File: src/rtl/execute_stage_pkg.sv
// Shared definitions for the execute stage and its neighbours.
// Holds ALU opcodes, field widths and memory-control bit positions.
package execute_stage_pkg;

    localparam int DATA_W = 32;
    localparam int REG_W  = 5;
    localparam int WB_W   = 2;
    localparam int MEM_W  = 2;

    // memAccessControl bit positions, shared with the memory-access stage
    localparam int MEM_READ_BIT  = 1;
    localparam int MEM_WRITE_BIT = 0;

    localparam int CNT_W = 6;

    typedef enum logic [3:0] {
        ALU_ADD  = 4'd0,
        ALU_SUB  = 4'd1,
        ALU_AND  = 4'd2,
        ALU_OR   = 4'd3,
        ALU_XOR  = 4'd4,
        ALU_SLL  = 4'd5,
        ALU_SRL  = 4'd6,
        ALU_SRA  = 4'd7,
        ALU_SLT  = 4'd8,
        ALU_SLTU = 4'd9,
        ALU_MUL  = 4'd10
    } alu_op_t;

    typedef enum logic {
        MUL_IDLE = 1'b0,
        MUL_BUSY = 1'b1
    } mul_state_t;

endpackage

File: src/rtl/iterative_multiplier.sv
// Shift-add multiplier retiring MUL_BITS multiplier bits per edge.
// Ports: clk, reset, start, a, b in; busy, last, result (final sum) out.
module iterative_multiplier
    import execute_stage_pkg::*;
#(
    parameter int MUL_BITS = 1
) (
    input  logic              clk,
    input  logic              reset,
    input  logic              start,
    input  logic [DATA_W-1:0] a,
    input  logic [DATA_W-1:0] b,
    output logic              busy,
    output logic              last,
    output logic [DATA_W-1:0] result
);

    localparam int N = DATA_W / MUL_BITS;

    mul_state_t        state;
    mul_state_t        next_state;
    logic [CNT_W-1:0]  count;
    logic [DATA_W-1:0] mcand;
    logic [DATA_W-1:0] mplier;
    logic [DATA_W-1:0] acc;
    logic [DATA_W-1:0] partial;

    assign partial = mcand * DATA_W'(mplier[MUL_BITS-1:0]);

    // result is the accumulator including the step taken on this edge,
    // so the caller can capture the product on the final BUSY edge.
    assign result = acc + partial;

    always_comb begin
        next_state = state;
        busy       = 1'b0;
        last       = 1'b0;
        case (state)
            MUL_IDLE: begin
                if (start) next_state = MUL_BUSY;
            end
            MUL_BUSY: begin
                busy = 1'b1;
                last = (count == CNT_W'(1));
                if (last) next_state = MUL_IDLE;
            end
            default: next_state = MUL_IDLE;
        endcase
    end

    always_ff @(negedge clk or posedge reset) begin
        if (reset) begin
            state  <= MUL_IDLE;
            count  <= '0;
            mcand  <= '0;
            mplier <= '0;
            acc    <= '0;
        end else begin
            state <= next_state;
            if (state == MUL_IDLE && start) begin
                mcand  <= a;
                mplier <= b;
                acc    <= '0;
                count  <= CNT_W'(N);
            end else if (state == MUL_BUSY) begin
                acc    <= result;
                mcand  <= mcand << MUL_BITS;
                mplier <= mplier >> MUL_BITS;
                count  <= count - CNT_W'(1);
            end
        end
    end

endmodule

File: src/rtl/execute_stage.sv
// Execute pipeline stage: ALU, iterative MUL and output pipeline register.
// Ports: decoded operands/controls in; stall and registered results out.
module execute_stage
    import execute_stage_pkg::*;
#(
    parameter int MUL_BITS = 1
) (
    input  logic              clk,
    input  logic              reset,
    input  logic              validIn,
    input  logic [WB_W-1:0]   writeBackControlIn,
    input  logic [MEM_W-1:0]  memAccessControlIn,
    input  logic [3:0]        aluOp,
    input  logic              aluSrc,
    input  logic [DATA_W-1:0] operandA,
    input  logic [DATA_W-1:0] operandB,
    input  logic [DATA_W-1:0] immediate,
    input  logic [REG_W-1:0]  rdIn,
    output logic              stall,
    output logic [WB_W-1:0]   writeBackControlOut,
    output logic [MEM_W-1:0]  memAccessControlOut,
    output logic [DATA_W-1:0] resultOut,
    output logic [DATA_W-1:0] writeDataOut,
    output logic [REG_W-1:0]  rdOut
);

    logic [DATA_W-1:0] src_b;
    logic [DATA_W-1:0] alu_result;
    logic [DATA_W-1:0] mul_result;
    logic              mul_req;
    logic              mul_start;
    logic              mul_busy;
    logic              mul_last;

    assign src_b     = aluSrc ? immediate : operandB;
    assign mul_req   = validIn && (aluOp == ALU_MUL);
    assign mul_start = mul_req && !mul_busy;

    // While busy the held inputs are ignored; only the step count matters.
    assign stall = mul_busy ? !mul_last : mul_req;

    iterative_multiplier #(
        .MUL_BITS(MUL_BITS)
    ) u_mul (
        .clk   (clk),
        .reset (reset),
        .start (mul_start),
        .a     (operandA),
        .b     (src_b),
        .busy  (mul_busy),
        .last  (mul_last),
        .result(mul_result)
    );

    always_comb begin
        alu_result = '0;
        case (aluOp)
            ALU_ADD:  alu_result = operandA + src_b;
            ALU_SUB:  alu_result = operandA - src_b;
            ALU_AND:  alu_result = operandA & src_b;
            ALU_OR:   alu_result = operandA | src_b;
            ALU_XOR:  alu_result = operandA ^ src_b;
            ALU_SLL:  alu_result = operandA << src_b[4:0];
            ALU_SRL:  alu_result = operandA >> src_b[4:0];
            ALU_SRA:  alu_result = $signed(operandA) >>> src_b[4:0];
            ALU_SLT:  alu_result = DATA_W'($signed(operandA) < $signed(src_b));
            ALU_SLTU: alu_result = DATA_W'(operandA < src_b);
            default:  alu_result = '0;
        endcase
    end

    always_ff @(negedge clk or posedge reset) begin
        if (reset) begin
            writeBackControlOut <= '0;
            memAccessControlOut <= '0;
            resultOut           <= '0;
            writeDataOut        <= '0;
            rdOut               <= '0;
        end else if (mul_last) begin
            // Upstream still holds the MUL instruction on this edge.
            writeBackControlOut <= writeBackControlIn;
            memAccessControlOut <= memAccessControlIn;
            resultOut           <= mul_result;
            writeDataOut        <= operandB;
            rdOut               <= rdIn;
        end else if (mul_busy || !validIn || aluOp == ALU_MUL) begin
            writeBackControlOut <= '0;
            memAccessControlOut <= '0;
            resultOut           <= '0;
            writeDataOut        <= '0;
            rdOut               <= '0;
        end else begin
            writeBackControlOut <= writeBackControlIn;
            memAccessControlOut <= memAccessControlIn;
            resultOut           <= alu_result;
            writeDataOut        <= operandB;
            rdOut               <= rdIn;
        end
    end

endmodule

File: config.mk
export PLATFORM = sky130hd
export DESIGN_NAME = execute_stage
export DESIGN_NICKNAME = d
export VERILOG_FILES = /design/src/rtl/execute_stage_pkg.sv /design/src/rtl/iterative_multiplier.sv /design/src/rtl/execute_stage.sv
export SDC_FILE = /design/constraint.sdc
export NUM_CORES = 1
export LEC_CHECK = 0
export ABC_AREA = 1
export CAP_MARGIN = 20
export CELL_PAD_IN_SITES_DETAIL_PLACEMENT = 1
export CELL_PAD_IN_SITES_GLOBAL_PLACEMENT = 1
export CORE_ASPECT_RATIO = 1.5
export CORE_MARGIN = 2
export CORE_UTILIZATION = 39
export CTS_CLUSTER_DIAMETER = 100
export DETAILED_ROUTE_END_ITERATION = 16
export GPL_TIMING_DRIVEN = 0
export HOLD_SLACK_MARGIN = 0.12
export PLACE_DENSITY = 0.76
export SLEW_MARGIN = 0
export SYNTH_ARGS = -nofsm -noshare
export SYNTH_HDL_FRONTEND = slang
export SYNTH_SLANG_ARGS = --single-unit
File: constraint.sdc
create_clock -name clk -period 8.9 [get_ports clk]
set_clock_uncertainty 0.2 [all_clocks]
set_input_delay 1.78 -clock clk [delete_from_list [all_inputs] [get_ports clk]]
set_output_delay 1.78 -clock clk [all_outputs]
set_load 0.01 [all_outputs]
==> metrics.md, run 1 <==
| Metric | Value |
|---|---|
| Status | `stopped before the end` |
| Cell Area, Placed | `around 22,000 sq um` |
| GRT overflow | `~440` |
| Clock buffer count from CTS | `17` |
| Synthesized area | `between 15,000 and 20,000 sq um` |
| Clk sinks | `around 180` |
| Syn Area/Cell | `slightly above 6 sq um` |
| Largest net degree at the start of global routing | `44` |
| Synth top area share | `0.229` |
| Count leader, synth | `nand2_1` |
| EDFF count, synth | `0` |
| Cell taking the most area after synthesis | `dfrtn_1` |
| Cell count after synthesis | `between 3,000 and 4,000` |
| Post-synth ARST share | `1.00` |
| Die H | `approximately 280 um` |
| Final GP Congestion | `~1.2` |
| Hold-fix buffers, CTS | `0` |
| Worst_ep kind | `register data pin` |
| H-tree Lvls | `4` |
| Post-synth net total | `roughly 3,400` |
| Root Buffer | `clkbuf_16` |
| DP HPWL | `approximately 100,000 um` |
| IO Count | `187` |
| Worst EP post-GRT repair | `resultOut[26]$_DFF_NP0_/D` |
| Post-synth top cells | `nand2_1, nand3_1, inv_1, nor2_1, dfrtn_1` |
| Initial Util | `0.396` |
| Failing step | `global routing (5_1_grt)` |
| I/O Buffers | `183` |
| GRT Util Overall | `0.744` |
| Count of different cell masters after synthesis | `50` |
| Flops & latches, synth | `approximately 180` |
| Width of the die | `approximately 190 um` |
| Tool error | `[ERROR GRT-0232] Routing congestion too high. Check the congestion heatmap in the GUI.` |
| Area contributors post-synth | `dfrtn_1, nand2_1, nand3_1` |
| Prevailing post-synth register cell | `dfrtn_1` |
| CTS max path bufs | `2` |
| Post-placement cell count | `just over 4,000` |
| Synth Warn # | `0` |
| Std cell rows | `99` |
| Sequential cell area fraction in the yosys report | `0.229` |
through the flow:
step / setup slack (ns) / hold WS, ns
3_3_place_gp: -2.03 / 0.225
2_1_floorplan: 0.00692 / 0.203
3_5_place_dp: -1.90 / 0.241
4_1_cts: -0.0571 / 0.243
cell families after synthesis:
group,count (synthesis),share of synthesized area
xor gates and xnor gates,18,0.00818
adders and majority gates,136,0.0895
AOI/OAI and AO/OA,461,0.146
and+or+nand+nor,1812,0.406
buffers and inverters,582,0.122
DFF,176,0.229
what timing repair did:
action / in CTS
setup buffers: 71
resized for setup: 605
setup endpoints to repair: 34
pin swaps: 96
routing by layer:
layer / GRT overflow / global-route usage
met3: 7 / 0.548
met4: 141 / 0.751
met1: 6 / 0.739
met5: 1 / 0.178
met2: 280 / 0.944
==> inputs of run 2 (changes only) <==
CELL_PAD_IN_SITES_DETAIL_PLACEMENT = default   (was 1)
CELL_PAD_IN_SITES_GLOBAL_PLACEMENT = default   (was 1)
CORE_ASPECT_RATIO = default   (was 1.5)
CORE_UTILIZATION = 24   (was 39)
CTS_CLUSTER_DIAMETER = default   (was 100)
HOLD_SLACK_MARGIN = default   (was 0.12)
PLACE_DENSITY = default   (was 0.76)
PLACE_DENSITY_LB_ADDON = 0.15   (was default)
==> run 2 against run 1 <==
Net effect: the flow now finishes, with violations (negative setup slack); area after synthesis did not move; synthesized cell count did not move.
==> metrics.md, run 2 <==
| Metric | Value |
|---|---|
| Status | `complete, but fails checks` |
| Failing checks | `negative setup slack` |
| Area contributors post-synth | `dfrtn_1, nand2_1, nand3_1` |
| Worst setup EP type | `register` |
| Clk sinks | `176` |
| DRC viols | `0` |
| Crit path cell chain | `clkdlybuf4s50_1 > nor2_2 > nand3_4 > inv_1 > buf_2 > nand2_1 > o21ai_0 > a21oi_1 > nand2_1 > a21oi_1 > nand4_1 > nand2_2 > nand2_1` |
| Full die area | `~83,000 sq um` |
| Final GP Congestion | `roughly 1.0` |
| Core Footprint | `79,300 sq um` |
| Crit start category | `input port` |
| Iter 0 DRT Violations | `between 2,000 and 2,500` |
| Worst slew pin tran | `~1 ns` |
| Slew Limit Fails | `0` |
| Sequential cell area fraction in the yosys report | `0.229` |
| Met3 WL post-DR | `around 7100 um` |
| Width of the die | `around 290 um` |
| Hold-fix buffers, CTS | `0` |
| Met1 WL | `between 50,000 and 60,000 um` |
| Nets@finish | `3,701` |
| Total power | `0.00425 W` |
| Count leader, synth | `nand2_1` |
| H-tree Lvls | `4` |
| Root Buffer | `clkbuf_16` |
| Setup_tns | `-0.615 ns` |
| ANT nets after route | `0` |
| Max-slew headroom | `0.330` |
| DP HPWL | `about 94,000 um` |
| Drt wl/cell | `roughly 26 um` |
| Die H | `287 um` |
| Top sig layer | `met4` |
| Hold Crit Class | `reg -> reg` |
| CP dominant cell by count | `nand2_1` |
| Post-synth net total | `3,434` |
| Req. time, crit path | `4.55 ns` |
| Initial Util | `0.243` |
| Synthesized area | `about 19,000 sq um` |
| Std cell rows | `about 100` |
| IO Count | `between 150 and 200` |
| Synth top area share | `0.229` |
| Count of different cell masters after synthesis | `50` |
| Most common cell after layout, fill and taps aside | `nand2_1` |
| First-pass GRT wire length | `approximately 160,000 um` |
| PD cells | `164 nW/um^2` |
| DP Worst Slack | `-1.78 ns` |
| Final Hold Viols | `0` |
| Max cap viols | `0` |
| Crit Path Category | `in -> reg` |
| Setup violators final | `12` |
| Crit path max-delay cell type | `clkdlybuf4s50_1` |
| Arrival time at the worst endpoint | `4.70 ns` |
| Final instance area | `25,900 sq um` |
| Largest net degree at the start of global routing | `39` |
| Met2 WL post-DR | `between 50,000 and 60,000 um` |
| First-pass DRT Iterations | `7` |
| Syn Area/Cell | `6.05 sq um` |
| Worst Path Buf+Inv | `3` |
| Pleak | `~13 nW` |
| Area Overhead vs Synth | `34.2%` |
| Unrepaired setup endpoints after global routing | `yes` |
| CTS tree | `built` |
| Clk pin slew, worst setup/hold paths | `about 0.06 ns` |
| Worst-case vdd ir drop | `0.134 mV` |
| EDFF count, synth | `0` |
| Slowest stage delay, CP | `0.69 ns` |
| Final worst slack | `-0.149 ns` |
| Skew-Pair Late Insertion Delay | `~0.45 ns` |
| CTS max path bufs | `2` |
| Crit-path max FO | `10` |
| Vias post-DR | `between 20,000 and 25,000` |
| Cell taking the most area after synthesis | `dfrtn_1` |
| Worst path top cell family by delay | `buffers and inverters` |
| GRT overflow | `0` |
| Share of layout cells above drive strength 1 | `0.190` |
| Synth Warn # | `0` |
| Vias per Instance | `about 5.3` |
| Clock buffer count from CTS | `17` |
| Vias in the first global route | `between 20,000 and 25,000` |
| Initial antenna violation count | `1` |
| Cell Area, Placed | `roughly 23,000 sq um` |
| Post-synth top cells | `nand2_1, nand3_1, inv_1, nor2_1, dfrtn_1` |
| Final WL | `~120,000 um` |
| Highest-count cells in the layout ignoring fill and taps | `nand2_1, nand3_1, inv_1` |
| Cell count after synthesis | `between 3,000 and 4,000` |
| Flops & latches, synth | `approximately 180` |
| GRT Util Overall | `0.273` |
| I/O Buffers | `between 150 and 200` |
| Post-synth ARST share | `1.00` |
| Prevailing post-synth register cell | `dfrtn_1` |
-- run 2: worst register-to-register path: stages, from the launching register on --
cell and delay [ns]:
dfrtn_1 0.38, clkbuf_1 0.31, clkbuf_1 0.48, nand2_1 0.11, inv_1 0.08, ha_1 0.27, a21oi_1 0.14, nand2_1 0.10
a21oi_1 0.36, o21ai_0 0.36, nand2_1 0.18, nand2_1 0.13, nand2_1 0.09, nand2_1 0.09, or2_2 0.30, nand3_1 0.20
nand2_2 0.10
-- run 2: path summary, 6_finish.rpt --
check | start | to | slack, ns | depth (start not counted)
worst min register to register | u_mul.count[5] | u_mul.count[5] | 0.23 | 1
worst max-delay path | aluOp[2] | resultOut[24] | -0.15 | 13
worst max register to register | u_mul.mplier[0] | resultOut[19] | 4.88 | 16
max in group asynchronous | reset | u_mul.acc[10] | 1.35 | 5
min in group asynchronous | reset | rdOut[3] | 5.94 | 2
worst min-delay path | u_mul.count[5] | u_mul.count[5] | 0.23 | 1
-- run 2: timing repair --
item / CTS / global route
setup buffers: 46 / 22
resized for setup: 474 / 232
cloned: 0 / 1
endpoints found under the setup margin: 32 / 76
pin swaps: 55 / 58
-- run 2: area by class of cell --
cell class	instances	area [sq um]
Inverter	450	1760
Clock inverter	15	204
Sequential cell	176	4400
Antenna cell	1	2.50
Clock buffer	17	425
Multi-Input combinational cell	2427	14400
Buffer	119	873
Fill cell	8909	53400
Tap cell	1050	1310
Timing Repair Buffer	261	2510
-- run 2: per-stage QoR --
stage          instances  hold WS [ns]  utilization
2_1_floorplan       3185         0.203            -
3_3_place_gp        4418         0.230        0.283
3_5_place_dp        4427         0.237        0.285
4_1_cts             4496         0.233        0.315
5_1_grt             4516         0.257        0.326
6_report            4516         0.230        0.326
-- run 2: report_power, final --
| part | switching, W | leakage, nW | internal, W | total [W] |
|---|---|---|---|---|
| clock network | 0.000449 | 0.304 | 0.000414 | 0.000863 |
| logic | 0.00151 | 9.87 | 0.000758 | 0.00226 |
| registers | 0.0000970 | 2.33 | 0.00103 | 0.00113 |
-- run 2: routing by layer --
metal  vias up  global-route usage
met1     11700               0.368
met4         0               0.126
met5         -                   0
met2       913               0.434
met3       161              0.0311
li1      11000                   -
-- run 2: kinds of logic (layout without fill, tap and decap cells) --
group                    Yosys count  count (layout)  share of synthesized area
AND/OR/NAND/NOR                 1812            1812                      0.406
buffers and inverters            582             862                      0.122
AO/OA/AOI/OAI                    461             461                      0.146
flip-flops                       176             176                      0.229
adder cells (fa/ha/maj)          136             136                     0.0895
XOR/XNOR                          18              18                    0.00818
other                              0               1                          0
Note: power is estimated with default switching activity, not from simulation.
==> inputs of run 3 (changes only) <==
DONT_BUFFER_PORTS = 1   (was default)
==> run 3 against run 2 <==
Net effect: the run still ends with negative setup slack left; via count fell by 3.4%; wire length fell by 1.6%; core utilization fell by 2.7 points; final area fell by 8.3%; worst hold slack improved by 0.0031 ns; worst setup slack improved by 0.11 ns; cell count fell by 4.3%; first-iteration DRC count fell by 2.1%; global-route usage fell by 0.63 points; sequential power barely moved; die area did not move; count of clock-buffer cells in the layout did not move.
==> metrics.md, run 3 (synthesized netlist as in run 2, its figures left out) <==
| Metric | Value |
|---|---|
| Vias in the first global route | `roughly 22,000` |
| Final GP Congestion | `roughly 1.0` |
| Post-placement cell count | `around 4,200` |
| Final worst slack | `-0.0352 ns` |
| Pint | `about 0.0021 W` |
| Multi-input gate area | `14,300 sq um` |
| IO Count | `about 190` |
| Req. time, crit path | `~4.5 ns` |
| Iter 0 DRT Violations | `between 2,000 and 2,500` |
| Initial antenna violation count | `1` |
| DRC viols | `0` |
| Crit Path Category | `in -> reg` |
| Failing checks | `negative setup slack` |
| First-pass GRT wire length | `about 160,000 um` |
| Layout filler cell count | `around 9,000` |
| Max cap viols | `0` |
| Full die area | `slightly above 80,000 sq um` |
| GRT overflow | `0` |
| Largest net degree at the start of global routing | `39` |
| I/O Buffers | `0` |
| Clk pin slew, worst setup/hold paths | `roughly 0.050 ns` |
| Logic pwr share | `0.505` |
| CTS tree | `built` |
| Status | `complete, but fails checks` |
| Final Hold Viols | `0` |
| Width of the die | `roughly 290 um` |
| Arrival time at the worst endpoint | `4.56 ns` |
| Setup violators final | `2` |
| Hold-fix buffers, CTS | `0` |
| Highest-count cells in the layout ignoring fill and taps | `nand2_1, nand3_1, inv_1` |
| Area Overhead vs Synth | `23.0%` |
| Net Switching | `between 0.0015 and 0.002 W` |
| Crit start category | `input port` |
| Most common cell after layout, fill and taps aside | `nand2_1` |
| Vias per Instance | `5.31` |
| Final WL | `roughly 110,000 um` |
| Worst slew pin tran | `0.992 ns` |
| DP HPWL | `roughly 93,000 um` |
| Register area | `4400 sq um` |
| Worst-case vdd ir drop | `~0.13 mV` |
| Share of layout cells above drive strength 1 | `0.175` |
| Skew-Pair Late Insertion Delay | `between 0.4 and 0.5 ns` |
| Max-slew headroom | `0.338` |
| Unrepaired setup endpoints after global routing | `yes` |
| Crit-path max FO | `10` |
| Drt wl/cell | `around 26 um` |
| GRT Util Overall | `0.267` |
| DP Worst Slack | `-1.61 ns` |
| Vias post-DR | `between 20,000 and 25,000` |
| Die H | `287 um` |
| H-tree Lvls | `4` |
| Final non-filler cell total | `between 4,000 and 5,000` |
| Switch share | `0.489` |
| Worst setup EP type | `register` |
| ANT nets after route | `0` |
| Initial Util | `0.243` |
| First-pass DRT Iterations | `6` |
| Clock buffer count from CTS | `17` |
| Clock power frac | `0.207` |
| Slew Limit Fails | `0` |
| Pleak | `~12 nW` |
| Clk sinks | `about 180` |
| PD cells | `approximately 170 nW/um^2` |
| Root Buffer | `clkbuf_16` |
| Core Footprint | `roughly 79,000 sq um` |
| CTS max path bufs | `2` |
| Hold Crit Class | `reg -> reg` |
| Std cell rows | `just over 100` |
| Seq pwr share | `0.288` |
| Nets@finish | `3,506` |
-- run 3: changes by cell type in the layout (fill, tap and decap cells not counted), sizes merged --
cell           change
inv                +3
clkinvlp           -3
buf               -14
clkdlybuf4s50    -154
diode              +1
clkbuf             -2
dlymetal6s2s       -3
nand2              +1
dlygate4sd2       -18
clkdlybuf4s15      -5
-- run 3: final timing paths --
path / start / end / slack (ns) / cells past startpoint
worst max-delay path: aluSrc / resultOut[13] / -0.04 / 20
worst max register to register: u_mul.mplier[0] / resultOut[21] / 4.89 / 13
min in group asynchronous: reset / rdOut[0] / 5.38 / 1
max in group asynchronous: reset / resultOut[10] / 1.70 / 5
worst min register to register: u_mul.acc[26] / u_mul.acc[26] / 0.23 / 2
worst min-delay path: u_mul.acc[26] / u_mul.acc[26] / 0.23 / 2
-- run 3: power by group through the flow --
stage	sequential, W	clock, W	combinational, W
5_1_grt	0.00118	0.000886	0.00220
2_1_floorplan	0.00114	0	0.00117
6_report	0.00116	0.000834	0.00204
3_3_place_gp	0.00117	0	0.00177
3_5_place_dp	0.00117	0	0.00177
4_1_cts	0.00116	0.000857	0.00190
-- run 3: critical path: stages --
cell and delay (ns):
buf_16 0.13, inv_12 0.06, buf_12 0.15, buf_6 0.14
or2_2 0.30, o21ai_4 0.10, buf_6 0.15, ha_4 0.25
nand2_4 0.09, inv_1 0.05, nand2_1 0.09, nand2_2 0.08
a21oi_2 0.12, nand2_2 0.11, o21ai_2 0.15, a21oi_1 0.06
nor2_2 0.34, nand3_2 0.21, nand2_2 0.11, nand2_1 0.07
-- run 3: what timing repair did --
item / in CTS / in global routing
resized for setup: 349 / 222
pin swaps: 41 / 74
setup buffers: 29 / 23
setup endpoints to repair: 32 / 31
cloned: 0 / 4
-- run 3: area by class of cell --
class | count | share of cell area
Multi-Input combinational cell | 2428 | 0.602
Sequential cell | 176 | 0.186
Inverter | 450 | 0.0738
Tap cell | 1050 | 0.0554
Buffer | 121 | 0.0328
Timing Repair Buffer | 63 | 0.0247
Clock buffer | 17 | 0.0179
Clock inverter | 15 | 0.00781
Antenna cell | 2 | 0.000211
-- run 3: layer usage --
layer / track usage / share of wire
met2: 0.417 / 0.44
met3: 0.0375 / 0.068
met5: 0 / 0
met4: 0.134 / 0.059
met1: 0.357 / 0.43
-- run 3: per-stage QoR --
step                      hold WS, ns   util  area, sq um  setup TNS [ns]  power, W
after detailed placement        0.233  0.261        20700          -42.74   0.00294
after global placement          0.235  0.260        20600         -236.37   0.00294
after global routing            0.252  0.299        23700          -0.214   0.00427
after floorplan                 0.203      -        19300               0   0.00231
final                           0.233  0.299        23700         -0.0521   0.00403
after CTS                       0.236  0.286        22700          -0.150   0.00392
